--- src/rtl/serial_subtractor_pkg.sv ---
// Shared types for the digit-serial subtractor: FSM state encoding and the NZCV flag bundle.
package sub_pkg;

    typedef enum logic [1:0] {
        IDLE = 2'd0,
        BUSY = 2'd1,
        DONE = 2'd2
    } sub_state_t;

    typedef struct packed {
        logic n;
        logic z;
        logic c;
        logic v;
    } alu_flags_t;

    // Digit counter width; a single-digit operation still needs one counter bit.
    function automatic int cnt_width(input int ndig);
        return (ndig <= 1) ? 1 : $clog2(ndig);
    endfunction

endpackage

--- src/rtl/serial_subtractor_digit.sv ---
// Combinational ripple-borrow subtractor for one DIGIT-bit slice: {bout, d} = a - b - bin.
module digit_subtractor #(
    parameter int DIGIT = 4
) (
    input  logic [DIGIT-1:0] a_i,
    input  logic [DIGIT-1:0] b_i,
    input  logic             bin_i,
    output logic [DIGIT-1:0] d_o,
    output logic             bout_o
);

    logic borrow;

    always_comb begin
        borrow = bin_i;
        d_o    = '0;
        for (int i = 0; i < DIGIT; i++) begin
            d_o[i] = a_i[i] ^ b_i[i] ^ borrow;
            // Borrow propagates when a<b at this bit, or when equal and a borrow arrives.
            borrow = (~a_i[i] & b_i[i]) | (~(a_i[i] ^ b_i[i]) & borrow);
        end
        bout_o = borrow;
    end

endmodule

--- src/rtl/serial_subtractor.sv ---
// Digit-serial WIDTH-bit subtractor with NZCV flags and valid/ready handshakes on both sides.
module serial_subtractor
    import sub_pkg::*;
#(
    parameter int WIDTH = 32,
    parameter int DIGIT = 4
) (
    input  logic             clk,
    input  logic             rst_n,
    input  logic             in_valid,
    output logic             in_ready,
    input  logic [WIDTH-1:0] a,
    input  logic [WIDTH-1:0] b,
    input  logic             borrow_in,
    output logic             out_valid,
    input  logic             out_ready,
    output logic [WIDTH-1:0] diff,
    output logic             borrow_out,
    output logic             flag_n,
    output logic             flag_z,
    output logic             flag_c,
    output logic             flag_v
);

    localparam int NDIG  = WIDTH / DIGIT;
    localparam int CNT_W = cnt_width(NDIG);
    localparam logic [CNT_W-1:0] LAST = CNT_W'(NDIG - 1);

    if ((DIGIT < 1) || (DIGIT > WIDTH) || ((WIDTH % DIGIT) != 0)) begin : g_param_check
        $error("serial_subtractor: WIDTH (%0d) must be a multiple of DIGIT (%0d)", WIDTH, DIGIT);
    end

    sub_state_t       state_q,   state_d;
    logic [WIDTH-1:0] a_sh_q,    a_sh_d;
    logic [WIDTH-1:0] b_sh_q,    b_sh_d;
    logic [WIDTH-1:0] diff_sh_q, diff_sh_d;
    logic             borrow_q,  borrow_d;
    logic [CNT_W-1:0] cnt_q,     cnt_d;
    logic             z_acc_q,   z_acc_d;
    logic             a_msb_q,   a_msb_d;
    logic             b_msb_q,   b_msb_d;

    logic [DIGIT-1:0] dig_diff;
    logic             dig_bout;
    alu_flags_t       flags;

    digit_subtractor #(
        .DIGIT (DIGIT)
    ) u_digit (
        .a_i    (a_sh_q[DIGIT-1:0]),
        .b_i    (b_sh_q[DIGIT-1:0]),
        .bin_i  (borrow_q),
        .d_o    (dig_diff),
        .bout_o (dig_bout)
    );

    always_ff @(posedge clk or negedge rst_n) begin
        if (!rst_n) begin
            state_q   <= IDLE;
            a_sh_q    <= '0;
            b_sh_q    <= '0;
            diff_sh_q <= '0;
            borrow_q  <= 1'b0;
            cnt_q     <= '0;
            z_acc_q   <= 1'b0;
            a_msb_q   <= 1'b0;
            b_msb_q   <= 1'b0;
        end else begin
            state_q   <= state_d;
            a_sh_q    <= a_sh_d;
            b_sh_q    <= b_sh_d;
            diff_sh_q <= diff_sh_d;
            borrow_q  <= borrow_d;
            cnt_q     <= cnt_d;
            z_acc_q   <= z_acc_d;
            a_msb_q   <= a_msb_d;
            b_msb_q   <= b_msb_d;
        end
    end

    always_comb begin
        state_d   = state_q;
        a_sh_d    = a_sh_q;
        b_sh_d    = b_sh_q;
        diff_sh_d = diff_sh_q;
        borrow_d  = borrow_q;
        cnt_d     = cnt_q;
        z_acc_d   = z_acc_q;
        a_msb_d   = a_msb_q;
        b_msb_d   = b_msb_q;

        unique case (state_q)
            IDLE: begin
                if (in_valid) begin
                    a_sh_d   = a;
                    b_sh_d   = b;
                    borrow_d = borrow_in;
                    cnt_d    = '0;
                    z_acc_d  = 1'b1;
                    a_msb_d  = a[WIDTH-1];
                    b_msb_d  = b[WIDTH-1];
                    state_d  = BUSY;
                end
            end
            BUSY: begin
                // Result digits enter at the MSB end so the LSB digit lands at bit 0 after NDIG steps.
                a_sh_d    = a_sh_q >> DIGIT;
                b_sh_d    = b_sh_q >> DIGIT;
                diff_sh_d = (diff_sh_q >> DIGIT) | (WIDTH'(dig_diff) << (WIDTH - DIGIT));
                borrow_d  = dig_bout;
                z_acc_d   = z_acc_q & (dig_diff == '0);
                cnt_d     = cnt_q + CNT_W'(1);
                if (cnt_q == LAST) begin
                    state_d = DONE;
                end
            end
            DONE: begin
                if (out_ready) begin
                    state_d = IDLE;
                end
            end
            default: state_d = IDLE;
        endcase
    end

    assign in_ready  = (state_q == IDLE);
    assign out_valid = (state_q == DONE);

    // Result outputs read zero outside DONE, so reset and idle both present a clean bus.
    always_comb begin
        flags.n = diff_sh_q[WIDTH-1];
        flags.z = z_acc_q;
        flags.c = ~borrow_q;
        flags.v = (a_msb_q ^ b_msb_q) & (a_msb_q ^ diff_sh_q[WIDTH-1]);
        if (!out_valid) begin
            flags = '0;
        end
    end

    assign diff       = out_valid ? diff_sh_q : '0;
    assign borrow_out = out_valid & borrow_q;
    assign flag_n     = flags.n;
    assign flag_z     = flags.z;
    assign flag_c     = flags.c;
    assign flag_v     = flags.v;

endmodule
--- config.mk ---
export PLATFORM = sky130hd
export DESIGN_NAME = serial_subtractor
export DESIGN_NICKNAME = d
export VERILOG_FILES = /design/src/rtl/serial_subtractor_pkg.sv /design/src/rtl/serial_subtractor_digit.sv /design/src/rtl/serial_subtractor.sv
export SDC_FILE = /design/constraint.sdc
export NUM_CORES = 1
export LEC_CHECK = 0
export ABC_AREA = 1
export BUFFER_PORTS_ARGS = -buffer_cell sky130_fd_sc_hd__buf_2
export CAP_MARGIN = 40
export CORE_AREA = 2 2 133 135
export DETAILED_ROUTE_END_ITERATION = 8
export DIE_AREA = 0 0 135 137
export GPL_TIMING_DRIVEN = 0
export PLACE_DENSITY = 0.49
export SLEW_MARGIN = 20
export SYNTH_ARGS = -nofsm -noshare
export SYNTH_HDL_FRONTEND = slang
export SYNTH_SLANG_ARGS = --single-unit
--- constraint.sdc ---
create_clock -name clk -period 2.3 [get_ports clk]
set_input_delay 0.69 -clock clk [delete_from_list [all_inputs] [get_ports clk]]
set_output_delay 0.69 -clock clk [all_outputs]
set_load 0.1 [all_outputs]
After elaboration in Yosys (flattened, before gate mapping) --
Cells that the tools add are included.
Cells by class: add/subtract/negate cells 1, equal/unequal tests 6, multiplexer cells 16, bitwise operators 35, reductions and logical operators 6
Operators by type and width (count):
- one-hot mux 32 bit (2 select lines) | 2
- two-way mux 32 bit | 3
- bitwise OR 28 x 32 -> 32 bit | 1
- bitwise AND 1 bit | 11
- bitwise XOR 1 bit | 10
- inverter 1 bit | 9
- two-way mux 2 bit | 3
- one-hot mux 2 bit (3 select lines) | 1
- one-hot mux 3 bit (2 select lines) | 1
- logical NOT 4 bit | 1
- two-way mux 4 bit | 1
- != test 2 bit, second input constant | 2
- bitwise OR 1 bit | 4
- one-hot mux 1 bit (2 select lines) | 2
- AND reduction 2 bit | 2
- adder 3 x 1 -> 3 bit, second input constant | 1
- == test 3 bit, second input constant | 1
- two-way mux 3 bit | 1
- AND reduction 3 bit | 1
- == test 2 x 1 -> 1 bit, second input constant | 1
- == test 2 bit, second input constant | 1
- logical NOT 2 bit | 1
- two-way mux 1 bit | 2
- != test 2 x 1 -> 1 bit, second input constant | 1
- nonzero test 2 bit | 1
Word-level totals: register bits after elaboration 105, bits of input ports 69, output and inout bits 39

Longest topological paths before layout --
word-level depth 12, mapped depth 12, gate-level depth less buffers 12

Hierarchy --
Synthesis repeated with hierarchy kept, for this count alone.
Second synthesis, totals: cell total of the unflattened synthesis 582, area total of the unflattened synthesis 4740.8 um^2
Modules (own cells, without submodules):
- serial_subtractor | times used 1, cells an instance 568, area each 4623.2 um^2, sequential area each 2627.5 um^2
- digit_subtractor | times used 1, cells an instance 14, area each 117.6 um^2, sequential area each 0.0 um^2

Worst setup path after synthesis --
OpenSTA, ideal clock, no wires.
kind register to output, start point register state_q[0], end point output port flag_v, arrival time 2741 ps, setup slack -1131 ps, cell stages (with the launch flop) 5, cells stage by stage dfrtp_1 > inv_1 > nand2_1 > buf_2 > nor3_1
On the way: longest elaborated chain between the ends 2
Ends and longest elaborated chain:
- start: declaration | line serial_subtractor.sv:33 | sub_state_t state_q, state_d;
- start signal: assignment | line serial_subtractor.sv:69 | state_q <= state_d;
- == test 2 bit | line serial_subtractor.sv:127 | assign out_valid = (state_q == DONE);
- two-way mux 4 bit | line serial_subtractor.sv:135 | if (!out_valid) begin
- end: declaration | line serial_subtractor.sv:22 | output logic flag_v
No other way between the ends.

Worst setup path in the final report --
start point register state_q[0], end point output port diff[19]
On the way: longest elaborated chain between the ends 2
Ends and longest elaborated chain:
- == test 2 bit | line serial_subtractor.sv:127
- two-way mux 32 bit | line serial_subtractor.sv:140 | assign diff = out_valid ? diff_sh_q : '0;
- end: declaration | line serial_subtractor.sv:17 | output logic [WIDTH-1:0] diff,
No other way between the ends.

==> run_results.csv <==
group,metric,value,unit
synth,yosys_warnings,0,
synth,ys_ff_latch,105,
synth,async_reset_ff_share,100,%
synth,synth_cells,683,
critical_path,crit_chain,"inv_1 -> nand2_2 -> buf_8 -> buf_8 -> nor2_4 -> buf_12",
sta,skew,0.00557,ns
sta,final_hold_viol_count,0,
placed_design,place_inst,1016,
critical_path,reg2reg_setup_slack,0.03,ns
synth,synth_edf_count,0,
synth,yosysMostFrequentCell,"nand2_1",
clock_network,clk_latency,0.35,ns
finish,fin_cells,1035,
critical_path,critPathCaptureType,"primary output",
route,vias,4359,
critical_path,cpMostUsedCell,"buf_8",
route,vias_per_cell,4.21,
synth,yosysSeqAreaShare,52.6,%
clock_network,tritoncts,"yes",
floorplanning,dieArea,0.0185,mm2
global_route,grt_pass1_wl,21600,um
sta,relSlewSlack,65.2,%
route,wl_per_cell,13.1,um
clock_network,clockBufferDepth,2,
power_and_ir_drop,p_per_area,1200,mW/mm2
placed_design,pre_cts_ws,-0.156,ns
placed_design,dpl_cell_area,0.00601,mm2
critical_path,required,1.61,ns
global_route,antenna_found_initial,0,
floorplanning,num_rows,48,
flow_run,max_cap_viol_count,0,
sta,drv_slew,0,
critical_path,worstSetupPathType,"flip-flop to primary output",
route,drc_errors,0,
synth,synth_common_cells,"nand2_1, dfrtp_1, inv_1, o21ai_0, nor2_1",
global_route,grt_max_degree,69,
finish,area_growth_syn_to_layout,36.6,%
critical_path,critPathArrivalTime,1.58,ns
sta,finalCritPeriodShare,98.7,%
synth,ys_types,18,
critical_path,critPathSlowestCell,"dfrtp_1",
sta,final.setup.tns,0,ns
finish,antenna_cells,0,
clock_network,cts_sinks,105,
route,wl,13600,um
power_and_ir_drop,total_power,8.22,mW
sta,worst_slack,0.0293,ns
synth,synth_fp_nets,758,
finish,fill_cells,1784,
synth,synth_area_leaders,"dfrtp_1, nand2_1, o21ai_0",
clock_network,h-tree-depth,3,
placed_design,io_buffers,107,
floorplanning,initial_core_util,29.3,%
critical_path,critPathMaxStageDelay,0.42,ns
floorplanning,die_h,137,um
synth,synth_area,0.00500,mm2
sta,period_minus_slack,2.27,ns
sta,rsz0062_at_grt,"yes",
sta,tightest_slew,0.526,ns
sta,max_freq,440,MHz
synth,yosysTopAreaCell,"dfrtp_1",
global_route,grt_pass1_vias,4196,
status,status,"finished, final reports clean",
critical_path,crit_fanout,10,
power_and_ir_drop,irDropWorstVdd,0.455,mV
clock_network,cts.clk_slew.worst_paths,0.07,ns
finish,stdcell_area,0.00682,mm2
placed_design,gp_congestion,0.758,
synth,ys.flop_type,"dfrtp_1",
clock_network,numCtsBuffers,9,
worst_hold_path,hold_path.class,"input pin to asynchronous set/reset pin",
floorplanning,core_area,0.0171,mm2
floorplanning,die_x,135,um
finish,fin_nets,881,
global_route,grt_use_total,15.0,%
clock_network,clock-root-buffer,"clkbuf_16",
route,drtIter0Drc,196,
clock_network,cts_hold_buf,0,
global_route,grt_overflow,0,
placed_design,hpwlAfterDp,9640,um
sta,setup_violations,0,
synth,syn_area_per_cell,7.31,um2
synth,synth_top_area_share,52.6,%
finish,drive_gt1_share,24.2,%
route,postRouteAntennaNets,0,
route,drtPass1Iterations,4,
power_and_ir_drop,p_leak,3.56,nW
floorplanning,pin_count,108,
critical_path,cp-start-kind,"flip-flop",
cell type report:
type	instances	area [um2]	area share (%)
Buffer	37	214	3.14
Tap cell	225	282	4.13
Timing Repair Buffer	112	1040	15.2
Sequential cell	105	2630	38.5
Clock buffer	15	258	3.78
Multi-Input combinational cell	481	2180	32.0
Inverter	60	225	3.30
power breakdown:
group | total [mW] | switching, mW | leakage [nW] | internal (mW)
registers | 3.07 | 0.409 | 1.34 | 2.66
logic | 3.72 | 2.52 | 2.10 | 1.19
clock network | 1.43 | 0.664 | 0.124 | 0.762
total | 8.22 | 3.60 | 3.56 | 4.62
cells in the final DEF, fill, tap and decap left out, types with 2 or more instances in the layout:
cell type  instances
buf_6             12
buf_8              3
buf_12            23
clkbuf_16         10
buf_4              9
ha_1               2
o21ai_1            9
fa_2               3
inv_1             53
nor2_1             4
dfrtp_1          105
nor2_4            22
o21ai_0           45
nand2_1          377
a21oi_1            2
clkbuf_1          14
nor2_2            11
buf_2             91
nand2_2            2
inv_2              6
registers in the layout, indices dropped and copies added (netlist names):
name       cells
borrow_q       1
state_q        2
a_msb_q        1
diff_sh_q     32
b_msb_q        1
b_sh_q        32
cnt_q          3
z_acc_q        1
a_sh_q        32
routing by layer:
layer	vias to the layer above	track usage, %	wire, um
met5	-	0	0
met4	0	4.86	160
met3	13	2.33	526
met2	90	23.9	6260
met1	1973	20.9	6600
li1	2283	-	-
cell families after synthesis:
kind of cell,count (synthesis),synth area share [%]
and+or+nand+nor,418,31.5
DFF,105,52.6
adders and majority gates,6,2.10
AOI/OAI and AO/OA,57,5.79
buffers and inverters,97,8.01
through the flow:
stage	utilization [%]	hold slack (ns)
final	40.0	0.236
after global routing	40.0	0.255
after CTS	38.6	0.245
after detailed placement	35.3	0.465
after global placement	35.1	0.464
after floorplan	-	0.394
critical path, delay by kind of cell, from the launching register on:
family                 cells  cell delay, ns
DFF                        1            0.42
buffers and inverters      4            0.59
and+or+nand+nor            2            0.21
repair_timing:
item	in CTS	in global routing
resized for setup	92	59
setup endpoints to repair	40	34
buffers inserted	2	1
pin swaps	2	2
gates cloned	0	1
worst paths after layout:
path	startpoint	end	cells after the start
setup / recovery	state_q[0]$_DFFE_PN0P_	diff[19]	6
hold / removal	rst_n	diff_sh_q[5]$_DFFE_PN0P_	1
setup reg to reg	borrow_q$_DFFE_PN0P_	z_acc_q$_DFFE_PN0P_	12
hold reg to reg	b_sh_q[20]$_DFFE_PN0P_	b_sh_q[20]$_DFFE_PN0P_	2
max in group asynchronous	rst_n	a_sh_q[18]$_DFFE_PN0P_	2
min in group clk	b_sh_q[20]$_DFFE_PN0P_	b_sh_q[20]$_DFFE_PN0P_	2
Note: power is estimated with default switching activity, not from simulation.
